### config.mk
export PLATFORM = sky130hd
export DESIGN_NAME = io_out_change_logger
export DESIGN_NICKNAME = d
export VERILOG_FILES = /design/src/rtl/io_log_pkg.sv /design/src/rtl/sync_fifo.sv /design/src/rtl/io_out_change_logger.sv
export SDC_FILE = /design/constraint.sdc
export NUM_CORES = 1
export LEC_CHECK = 0
export CAP_MARGIN = 10
export CORE_MARGIN = 2
export CORE_UTILIZATION = 56
export CTS_CLUSTER_SIZE = 40
export DETAILED_ROUTE_END_ITERATION = 6
export PLACE_DENSITY = 0.79
export SYNTH_ARGS = -nofsm -noshare
export SYNTH_HDL_FRONTEND = slang
export SYNTH_SLANG_ARGS = --single-unit
### constraint.sdc
create_clock -name clk -period 2.6 [get_ports clk]
set_clock_uncertainty 0.05 [all_clocks]
set_input_delay 0.39 -clock clk [delete_from_list [all_inputs] [get_ports clk]]
set_output_delay 0.39 -clock clk [all_outputs]
set_load 0.02 [all_outputs]
### src/rtl/io_log_pkg.sv
// io_log_pkg: shared defaults and log-entry layout for the io_out change logger.
package io_log_pkg;
    localparam int DEFAULT_DATA_W = 8;
    localparam int DEFAULT_TS_W   = 8;
    localparam int DEFAULT_DEPTH  = 4;
    localparam int DROP_W         = 8;
    localparam int ENTRY_W        = DEFAULT_DATA_W + DEFAULT_TS_W;
    // An entry is {data, ts}: timestamp in the low bits, sample above it.
    localparam int TS_LSB         = 0;
    localparam int DATA_LSB       = DEFAULT_TS_W;
endpackage

### src/rtl/sync_fifo.sv
// sync_fifo: register-array FIFO with a separate occupancy counter.
// A push while full is accepted only when a pop frees a slot in the same cycle.
module sync_fifo #(
    parameter int WIDTH = 16,
    parameter int DEPTH = 4,
    parameter int LW    = $clog2(DEPTH + 1)
) (
    input  logic             clk,
    input  logic             reset,
    input  logic             clear,
    input  logic             push_i,
    input  logic             pop_i,
    input  logic [WIDTH-1:0] wr_data_i,
    output logic [WIDTH-1:0] rd_data_o,
    output logic [LW-1:0]    level_o,
    output logic             full_o,
    output logic             empty_o
);
    localparam int PW = $clog2(DEPTH);

    logic [WIDTH-1:0] mem_q [DEPTH];
    logic [PW-1:0]    wr_ptr_q, rd_ptr_q;
    logic [LW-1:0]    level_q;
    logic             do_push, do_pop;

    assign full_o    = level_q == LW'(DEPTH);
    assign empty_o   = level_q == '0;
    assign do_push   = push_i & (~full_o | pop_i);
    assign do_pop    = pop_i & ~empty_o;
    assign level_o   = level_q;
    assign rd_data_o = empty_o ? '0 : mem_q[rd_ptr_q];

    always_ff @(posedge clk) begin
        if (reset | clear) begin
            wr_ptr_q <= '0;
            rd_ptr_q <= '0;
            level_q  <= '0;
        end else begin
            if (do_push) wr_ptr_q <= wr_ptr_q + 1'b1;
            if (do_pop) rd_ptr_q <= rd_ptr_q + 1'b1;
            level_q <= level_q + LW'(do_push) - LW'(do_pop);
        end
    end

    always_ff @(posedge clk) begin
        if (do_push) mem_q[wr_ptr_q] <= wr_data_i;
    end
endmodule

### src/rtl/io_out_change_logger.sv
// io_out_change_logger: logs each change of the sampled bus with a timestamp
// into a small FIFO drained over a valid/ready port; counts dropped changes.
module io_out_change_logger
    import io_log_pkg::*;
#(
    parameter int DATA_W = DEFAULT_DATA_W,
    parameter int TS_W   = DEFAULT_TS_W,
    parameter int DEPTH  = DEFAULT_DEPTH
) (
    input  logic                       clk,
    input  logic                       reset,
    input  logic                       clear,
    input  logic                       capture_en,
    input  logic [DATA_W-1:0]          sample,
    output logic                       out_valid,
    input  logic                       out_ready,
    output logic [DATA_W-1:0]          out_data,
    output logic [TS_W-1:0]            out_ts,
    output logic [$clog2(DEPTH+1)-1:0] level,
    output logic                       overflow,
    output logic [DROP_W-1:0]          drop_count
);
    localparam int EW = DATA_W + TS_W;

    logic [TS_W-1:0]   ts_q;
    logic [DATA_W-1:0] prev_q;
    logic              primed_q, overflow_q;
    logic [DROP_W-1:0] drop_q, drop_d;
    logic              push, pop, full, empty, drop;
    logic [EW-1:0]     rd_entry;

    assign push = capture_en & (~primed_q | (sample != prev_q));
    assign pop  = out_valid & out_ready;
    // A change that finds the FIFO full is lost unless a pop frees a slot now.
    assign drop = push & full & ~pop;
    assign drop_d = drop_q + DROP_W'(drop_q != '1);

    sync_fifo #(.WIDTH(EW), .DEPTH(DEPTH)) u_fifo (
        .clk       (clk),
        .reset     (reset),
        .clear     (clear),
        .push_i    (push),
        .pop_i     (pop),
        .wr_data_i ({sample, ts_q}),
        .rd_data_o (rd_entry),
        .level_o   (level),
        .full_o    (full),
        .empty_o   (empty)
    );

    assign out_valid  = ~empty;
    assign out_data   = rd_entry[EW-1:TS_W];
    assign out_ts     = rd_entry[TS_W-1:0];
    assign overflow   = overflow_q;
    assign drop_count = drop_q;

    always_ff @(posedge clk) begin
        if (reset | clear) begin
            ts_q       <= '0;
            prev_q     <= '0;
            primed_q   <= 1'b0;
            overflow_q <= 1'b0;
            drop_q     <= '0;
        end else begin
            ts_q     <= ts_q + 1'b1;
            prev_q   <= capture_en ? sample : prev_q;
            primed_q <= capture_en;
            if (drop) begin
                overflow_q <= 1'b1;
                drop_q     <= drop_d;
            end
        end
    end
endmodule
[Word level (Yosys, flattened, before mapping)]
Memories as Yosys holds them, arrays and structs flattened. A register that Yosys moved wholly into a read port is not among the register bits.
Cells that the tools add are included.
Word-level totals
  bits in registers: 33
  bits in writable memories: 64
  memories kept: 1
  input port bits: 13
  word-level logic and storage cells: 37
  output and inout port bits: 29
Operators by class
  reductions and logical operators: 1
  muxes and demuxes: 5
  add/subtract/negate cells: 6
  bitwise logic cells: 13
  equal/unequal tests: 3
Memories
  u_fifo.mem_q: depth 4, width 16, rd ports 1, clocked after Yosys merged registers in 1, write ports 1, RTL line sync_fifo.sv:21  | logic [WIDTH-1:0] mem_q [DEPTH];
Operators by type and width (number)
  $mux W16: 1
  $add A8 B1 Y8: 1
  $add A8 B1 Y8 const B: 1
  $ne A8 B8 Y1: 1
  $ne A8 B8 Y1 const B: 1
  $and A1 B1 Y1: 6
  $add A2 B1 Y2 const B: 2
  $mux W2: 2
  $not A1 Y1: 4
  $add A3 B1 Y3: 1
  $eq A3 B3 Y1 const B: 1
  $logic_not A3 Y1: 1
  $or A1 B1 Y1: 3
  $sub A3 B1 Y3: 1
  $mux W1: 2

[Longest topological paths before layout]
Gate-level depths: netlist of the first run.
  depth in word-level cells: 7
  mapped depth: 10
  depth with buffers taken out: 9

[Modules after synthesis]
Synthesis of the first run repeated with hierarchy kept, for this count alone.
Second synthesis, totals
  cell total of the unflattened synthesis: 281
  area, all modules: 4092.7 um2
Modules (own cells, without submodules)
  sync_fifo: cells each 151, area an instance 2902.8 um2, sequential area each 2102.0 um2, times used 1
  io_out_change_logger: cells each 130, area an instance 1189.9 um2, sequential area each 520.5 um2, times used 1

[Worst setup path before layout of the first run]
OpenSTA, ideal clock, no wires.
  kind: reg2reg
  start: register u_fifo.level_q[0] (netlist: u_fifo.level_o[0])
  end: register u_fifo.level_q[2] (netlist: u_fifo.level_o[2])
  path buffers: 1
  slack: 276 ps
  setup time: 128 ps
  stages on the path, launching flop included: 11
  clock period less this slack: 2324 ps
  data required time: 2422 ps
  arrival time: 2147 ps
  cell sequence: dfxtp_1 -> or3_1 -> clkbuf_1 -> and2_1 -> ha_1 -> inv_1 -> ha_1 -> inv_1 -> fa_1 -> xnor2_1 -> nor2_1
On the way
  elaborated cells between the ends (all ways): 10
  those cells by class: add/sub: 2; eq/ne: 1; bitwise: 6; reduce/logical: 1
RTL lines
  from (decl): RTL line sync_fifo.sv:23  | logic [LW-1:0] level_q;
  from (signal assigned): RTL line sync_fifo.sv:41  | level_q <= level_q + LW'(do_push) - LW'(do_pop);
  $logic_not A3 Y1 (*): RTL line sync_fifo.sv:27  | assign empty_o = level_q == '0;
  $not A1 Y1 (*): RTL line sync_fifo.sv:29, io_out_change_logger.sv:51
  $and A1 B1 Y1: RTL line io_out_change_logger.sv:33  | assign pop = out_valid & out_ready;
  $and A1 B1 Y1 (*): RTL line sync_fifo.sv:29  | assign do_pop = pop_i & ~empty_o;
  via u_fifo.do_pop: RTL line sync_fifo.sv:24  | logic do_push, do_pop;
  $sub A3 B1 Y3 (*): RTL line sync_fifo.sv:41
Mark *: on every way through the listed nets, which the timed path passes. The rest lies on a longest branch.
A chain may end at the register's enable or synchronous reset.

==> results of run 1 <==
-- Yosys cell counts (2+ instances only) --
| cell | count | area, um^2 |
|---|---|---|
| edfxtp_1 | 64 | 1920 |
| dfxtp_1 | 35 | 701 |
| nor2_1 | 22 | 82.6 |
| and2_1 | 20 | 125 |
| mux4_2 | 16 | 360 |
| nand3_1 | 13 | 65.1 |
| xnor2_1 | 12 | 105 |
| ha_1 | 9 | 113 |
| a21oi_1 | 8 | 40.0 |
| mux2i_1 | 8 | 80.1 |
| nand2_1 | 8 | 30.0 |
| and3_1 | 7 | 43.8 |
| clkbuf_1 | 7 | 26.3 |
| inv_1 | 7 | 26.3 |
| xor2_1 | 6 | 52.6 |
| o21a_1 | 4 | 30.0 |
| o21ai_0 | 3 | 15.0 |
| buf_2 | 2 | 10.0 |
| nand4_1 | 2 | 12.5 |
| nor4_1 | 2 | 12.5 |
| o31a_1 | 2 | 17.5 |
| o31ai_1 | 2 | 15.0 |
| or3_1 | 2 | 12.5 |
| or4_1 | 2 | 15.0 |
-- cells by family (layout without fill, tap and decap cells) --
family,count (synthesis),in the layout,synth area share (%)
AO/OA/AOI/OAI,20,20,3.41
XOR/XNOR,18,18,3.87
adder cells (fa/ha/maj),10,10,3.25
buffers and inverters,18,79,1.90
flip-flops,99,99,64.3
multiplexers,24,24,10.8
AND/OR/NAND/NOR,88,88,12.4
-- final timing paths --
path	endpoint	slack [ns]	cells past startpoint
worst max-delay path	out_data[2]	0.21	4
worst min-delay path	overflow	0.41	2
worst max register to register	u_fifo.level_o[2]	0.34	9
worst min register to register	overflow	0.41	2
-- cell type report --
class | instances | area, um^2 | area share (%)
well taps | 99 | 124 | 2.50
flip-flops and latches | 99 | 2620 | 53.0
clock inverters | 7 | 70.1 | 1.42
inverters | 7 | 26.3 | 0.531
repair buffers | 56 | 607 | 12.3
clock buffers | 9 | 124 | 2.50
multi-input cells | 160 | 1380 | 27.8
-- worst min-delay path: stages (launching register included) --
cell and delay [ns]:
dfxtp_1 0.32, inv_1 0.05, a21oi_1 0.05
-- flip-flops by register name (all words and copies together), names as in the netlist, named ones only --
signal           cells
overflow             1
drop_count           8
prev_q               8
ts_q                 8
u_fifo.rd_ptr_q      2
u_fifo.level_o       3
u_fifo.wr_ptr_q      2
u_fifo.mem_q        64
primed_q             1
-- power groups by stage --
| stage | Combinational (mW) | Sequential, mW | Clock, mW |
|---|---|---|---|
| floorplan | 0.250 | 1.77 | 0 |
| global placement | 0.446 | 1.77 | 0 |
| detailed placement | 0.452 | 1.77 | 0 |
| CTS | 0.445 | 1.74 | 0.955 |
| global route | 0.469 | 1.74 | 1.03 |
| finish | 0.431 | 1.74 | 0.937 |
-- timing repair --
action	CTS	global route
resized for setup	5	11
setup buffers	0	0
setup endpoints to repair	5	11
-- per-stage QoR --
step | cells | power [mW]
3_3_place_gp | 421 | 2.21
6_report | 437 | 3.10
2_1_floorplan | 277 | 2.02
4_1_cts | 437 | 3.13
5_1_grt | 437 | 3.24
3_5_place_dp | 421 | 2.22
-- cell usage in the layout (no fill, tap or decap), types with 3 or more instances in the layout --
cell type | Yosys | layout
a21oi_1 | 8 | 8
and2_1 | 20 | 20
and3_1 | 7 | 7
buf_12 | 0 | 5
buf_4 | 0 | 10
clkbuf_8 | 0 | 9
clkdlybuf4s50_1 | 0 | 25
dfxtp_1 | 35 | 35
dlygate4sd2_1 | 0 | 5
dlymetal6s2s_1 | 0 | 11
edfxtp_1 | 64 | 64
ha_1 | 9 | 9
inv_1 | 7 | 7
mux2i_1 | 8 | 8
mux4_2 | 16 | 16
nand2_1 | 8 | 8
nand3_1 | 13 | 13
nor2_1 | 22 | 22
o21a_1 | 4 | 4
o21ai_0 | 3 | 3
xnor2_1 | 12 | 12
xor2_1 | 6 | 6
-- routing by layer --
layer / part of all wire, % / vias up
li1: - / 1133
met1: 44 / 1132
met2: 51 / 58
met3: 3.7 / 8
met4: 1.9 / 0
met5: 0 / -
==> results.sh, run 1 <==
export IMPL_outcome="completed"
export IMPL_start_util_pct=57.1
export IMPL_cts_sinks=99
export IMPL_fin_nets=356
export IMPL_syn_to_final_growth_pct=21.4
export IMPL_wl_per_cell_um=16.1
export IMPL_endpoint_kind="output port"
export IMPL_peakVddDrop_uv=401
export IMPL_hold_class="flop to flop"
export IMPL_synth_ff_type="edfxtp_1"
export IMPL_cts_made_buffers=9
export IMPL_power_density_nw_per_um2=627
export IMPL_crit_arrival_ns=1.95
export IMPL_coreArea_um2=7140
export IMPL_antenna_found_initial=0
export IMPL_cp_max_fo=16
export IMPL_setup_tns_ns=0
export IMPL_dp_hpwl_um=4610
export IMPL_pwr_share_comb_pct=13.9
export IMPL_via_per_inst=5.33
export IMPL_final_period_utilization_pct=91.8
export IMPL_top_usage_layer="met2"
export IMPL_grt_pass1_vias=2294
export IMPL_drc=0
export IMPL_cp_cell_sequence="buf_12 -> mux4_2 -> and2_1 -> dlygate4sd2_1"
export IMPL_insertion_delay_ns=0.36
export IMPL_slew_violations=0
export IMPL_dpl_worst_slack_ns=0.0101
export IMPL_utilization_pct=69.4
export IMPL_fp_dieArea_um2=7980
export IMPL_use_met3_pct=2.95
export IMPL_fmax_mhz=419
export IMPL_antenna_left=0
export IMPL_gr_total_overflow=0
export IMPL_p_sw_mw=0.810
export IMPL_cp_slowest_cell="mux4_2"
export IMPL_fp_dieW_um=89.3
export IMPL_worst_slew_pin_slew_ns=0.581
export IMPL_ys_ff_latch=99
export IMPL_cap_violations=0
export IMPL_clk_pin_slew_ns=0.10
export IMPL_fin_area_um2=4950
export IMPL_die_h_um=89.3
export IMPL_drive_above_1_share_pct=16.3
export IMPL_syn_area_um2=4080
export IMPL_hold_buffers=0
export IMPL_avgSynthCellArea_um2=14.7
export IMPL_cts_path_max_buffers=2
export IMPL_synthArstFlopShare_pct=0
export IMPL_p_seq_share_pct=55.9
export IMPL_rows=31
export IMPL_min_from="overflow"
export IMPL_p_leak_nw=1.92
export IMPL_synth_warnings=0
export IMPL_grt_pass1_wl_um=11200
export IMPL_swShare_pct=26.1
export IMPL_critical_path_max_stage_delay_ns=0.54
export IMPL_rsz0062_at_grt="no"
export IMPL_portBuffers=41
export IMPL_grt_use_met2_pct=32.7
export IMPL_root_buffer="clkbuf_8"
export IMPL_finalCriticalPeriod_ns=2.39
export IMPL_hold_slack_ns=0.408
export IMPL_hold_viol=0
export IMPL_grt_max_degree=29
export IMPL_synth_edf_count=64
export IMPL_diodes=0
export IMPL_cts_htree_levels=3
export IMPL_grt_use_met1_pct=24.3
export IMPL_setup_violations_final=0
export IMPL_postSynthCellCount=277
export IMPL_placed_area_um2=4730
export IMPL_track_usage_pct=19.2
export IMPL_pin_count=42
export IMPL_place_congestion=0.753
export IMPL_drt_initial_drc_count=135
export IMPL_synth_distinct_cells=38
export IMPL_syn_nets=300
export IMPL_path_class="flop to output port"
export IMPL_yosysSeqAreaShare_pct=64.3
export IMPL_num_vias=2331
export IMPL_required_ns=2.16
export IMPL_cts_tree="yes"
export IMPL_pwr_share_clk_pct=30.2
export IMPL_setup_slack_ns=0.214
export IMPL_critPathLaunchType="flop"
export IMPL_slew_headroom_pct=61.3
export IMPL_num_fill_cells=506
export IMPL_drt_pass1_iterations=4
export IMPL_wl_um=7050
export IMPL_crit_buf_inv=2
export IMPL_path_delay_family="multiplexers"
export IMPL_p_int_mw=2.29
export IMPL_r2r_start="u_fifo.level_o[0]"
Power figures use the tool's default switching activity.
==> run 2: changes to the inputs <==
--- a/config.mk
+++ b/config.mk
@@ -10,6 +10,7 @@
 export CORE_UTILIZATION = 56
 export CTS_CLUSTER_SIZE = 40
 export DETAILED_ROUTE_END_ITERATION = 6
+export GPL_ROUTABILITY_DRIVEN = 0
 export PLACE_DENSITY = 0.79
 export SYNTH_ARGS = -nofsm -noshare
 export SYNTH_HDL_FRONTEND = slang
==> results of run 2 <==
No change in the layout: final DEF, timing and power equal those of run 1.
==> run 3: changes to the inputs <==
==> constraint.sdc (replaced) <==
create_clock -name clk -period 2.6 [get_ports clk]
set_clock_uncertainty 0.05 [all_clocks]
set_input_delay 0.26 -clock clk [delete_from_list [all_inputs] [get_ports clk]]
set_output_delay 0.26 -clock clk [all_outputs]
set_load 0.02 [all_outputs]
==> run 3 against run 2 <==
Net effect:
- critical path depth stayed put
- sequential cell count unchanged
- wire length rose by 1.3%
- maximum frequency is 3.3% lower
- worst setup slack got worse by 0.082 ns
- clock power grew 6.0%
- global-route usage about the same
- register-to-register slack improved by 0.05 ns
- sequential power about the same
- largest cell class unchanged
==> results.sh, run 3 (synthesis results as in run 1) <==
export IMPL_hold_buffers=0
export IMPL_num_vias=2329
export IMPL_cap_violations=0
export IMPL_rsz0062_at_grt="no"
export IMPL_p_total_mw=3.17
export IMPL_antenna_left=0
export IMPL_crit_arrival_ns=2.16
export IMPL_setup_tns_ns=0
export IMPL_placed_area_um2=4700
export IMPL_critPathLaunchType="flop"
export IMPL_grt_pass1_wl_um=11200
export IMPL_fp_dieArea_um2=7980
export IMPL_via_per_inst=5.34
export IMPL_grt_pass1_vias=2339
export IMPL_peakVddDrop_uv=334
export IMPL_whs_path_depth=2
export IMPL_endpoint_kind="output port"
export IMPL_grt_max_degree=29
export IMPL_insertion_delay_ns=0.35
export IMPL_power_density_nw_per_um2=646
export IMPL_top_register="u_fifo.mem_q"
export IMPL_dp_cells=420
export IMPL_hold_class="flop to flop"
export IMPL_p_leak_nw=1.70
export IMPL_finalCriticalPeriod_ns=2.47
export IMPL_fp_dieW_um=89.3
export IMPL_track_usage_pct=19.2
export IMPL_drt_pass1_iterations=4
export IMPL_clk_pin_slew_ns=0.09
export IMPL_cts_htree_levels=3
export IMPL_wl_um=7140
export IMPL_fmax_mhz=405
export IMPL_die_h_um=89.3
export IMPL_slew_violations=0
export IMPL_rows=31
export IMPL_outcome="completed"
export IMPL_cts_path_max_buffers=2
export IMPL_cts_made_buffers=9
export IMPL_diodes=0
export IMPL_antenna_found_initial=0
export IMPL_post_cts_setup_buffers=0
export IMPL_cts_sinks=99
export IMPL_pin_count=42
export IMPL_gr_total_overflow=0
export IMPL_syn_to_final_growth_pct=20.3
export IMPL_fin_nets=355
export IMPL_hold_viol=0
export IMPL_largest_reg_flops=64
export IMPL_path_class="flop to output port"
export IMPL_start_util_pct=57.1
export IMPL_setup_violations_final=0
export IMPL_reg2regPathDepth=9
export IMPL_dp_hpwl_um=4860
export IMPL_root_buffer="clkbuf_8"
export IMPL_required_ns=2.29
export IMPL_drive_above_1_share_pct=15.4
export IMPL_fin_area_um2=4900
export IMPL_slew_headroom_pct=62.6
export IMPL_drt_initial_drc_count=113
export IMPL_wl_per_cell_um=16.4
export IMPL_coreArea_um2=7140
export IMPL_num_fill_cells=517
export IMPL_portBuffers=41
export IMPL_layout_cells_most_common="edfxtp_1"
export IMPL_cts_tree="yes"
export IMPL_cp_max_fo=16
export IMPL_drc=0
export IMPL_final_cell_mix="64 x edfxtp_1, 41 x clkdlybuf4s50_1, 35 x dfxtp_1"
export IMPL_fin_cells=436
export IMPL_final_period_utilization_pct=94.9
export IMPL_ctsResizeCount=0
export IMPL_worst_slew_pin_slew_ns=0.560
[run 3: cell count changes in the layout (fill, tap and decap cells not counted), moves of 2 or more]
cell / before / now
clkinv_4: 2 / 0
inv_6: 2 / 0
clkdlybuf4s50_1: 25 / 41
dlymetal6s2s_1: 11 / 0
clkinv_1: 0 / 2
buf_12: 5 / 3
dlygate4sd2_1: 5 / 0
[run 3: per-layer routing]
metal,up-vias,GRT usage [%],wire [um]
met5,-,0,0
met4,0,9.50,160
met3,13,3.69,258
met2,56,30.5,3510
met1,1129,25.6,3210
li1,1131,-,-
[run 3: layout make-up]
type	count	area (um^2)	share of cell area, %
clock inverter	6	63.8	1.30
multi-input combinational	160	1380	28.1
tap	99	124	2.53
timing repair buffer	55	553	11.3
inverter	7	26.3	0.536
sequential	99	2620	53.5
clock buffer	10	138	2.81
[run 3: worst paths after layout]
kind	to	startpoint	slack (ns)
worst max-delay path	out_ts[1]	flop	0.13
worst min-delay path	overflow	overflow	0.40
worst max register to register	u_fifo.level_o[2]	u_fifo.level_o[0]	0.39
worst min register to register	overflow	overflow	0.40
[run 3: worst max-delay path: stages, from the launching register on]
cell and delay [ns]:
dfxtp_1 0.36, buf_12 0.19, mux4_2 0.54, and2_1 0.18
clkdlybuf4s50_1 0.53
[run 3: report_power, final]
group | switching (mW) | total (mW) | internal (mW)
Combinational | 0.218 | 0.438 | 0.219
Sequential | 0.0246 | 1.74 | 1.71
Clock | 0.521 | 0.993 | 0.471
Total | 0.764 | 3.17 | 2.40
[run 3: stage by stage]
step	hold slack, ns	setup slack [ns]	utilization [%]
5_1_grt	0.453	0.0515	68.7
2_1_floorplan	0.309	0.276	-
6_report	0.405	0.132	68.7
3_5_place_dp	0.394	0.0778	65.9
3_3_place_gp	0.389	0.141	65.9
4_1_cts	0.407	0.118	68.7
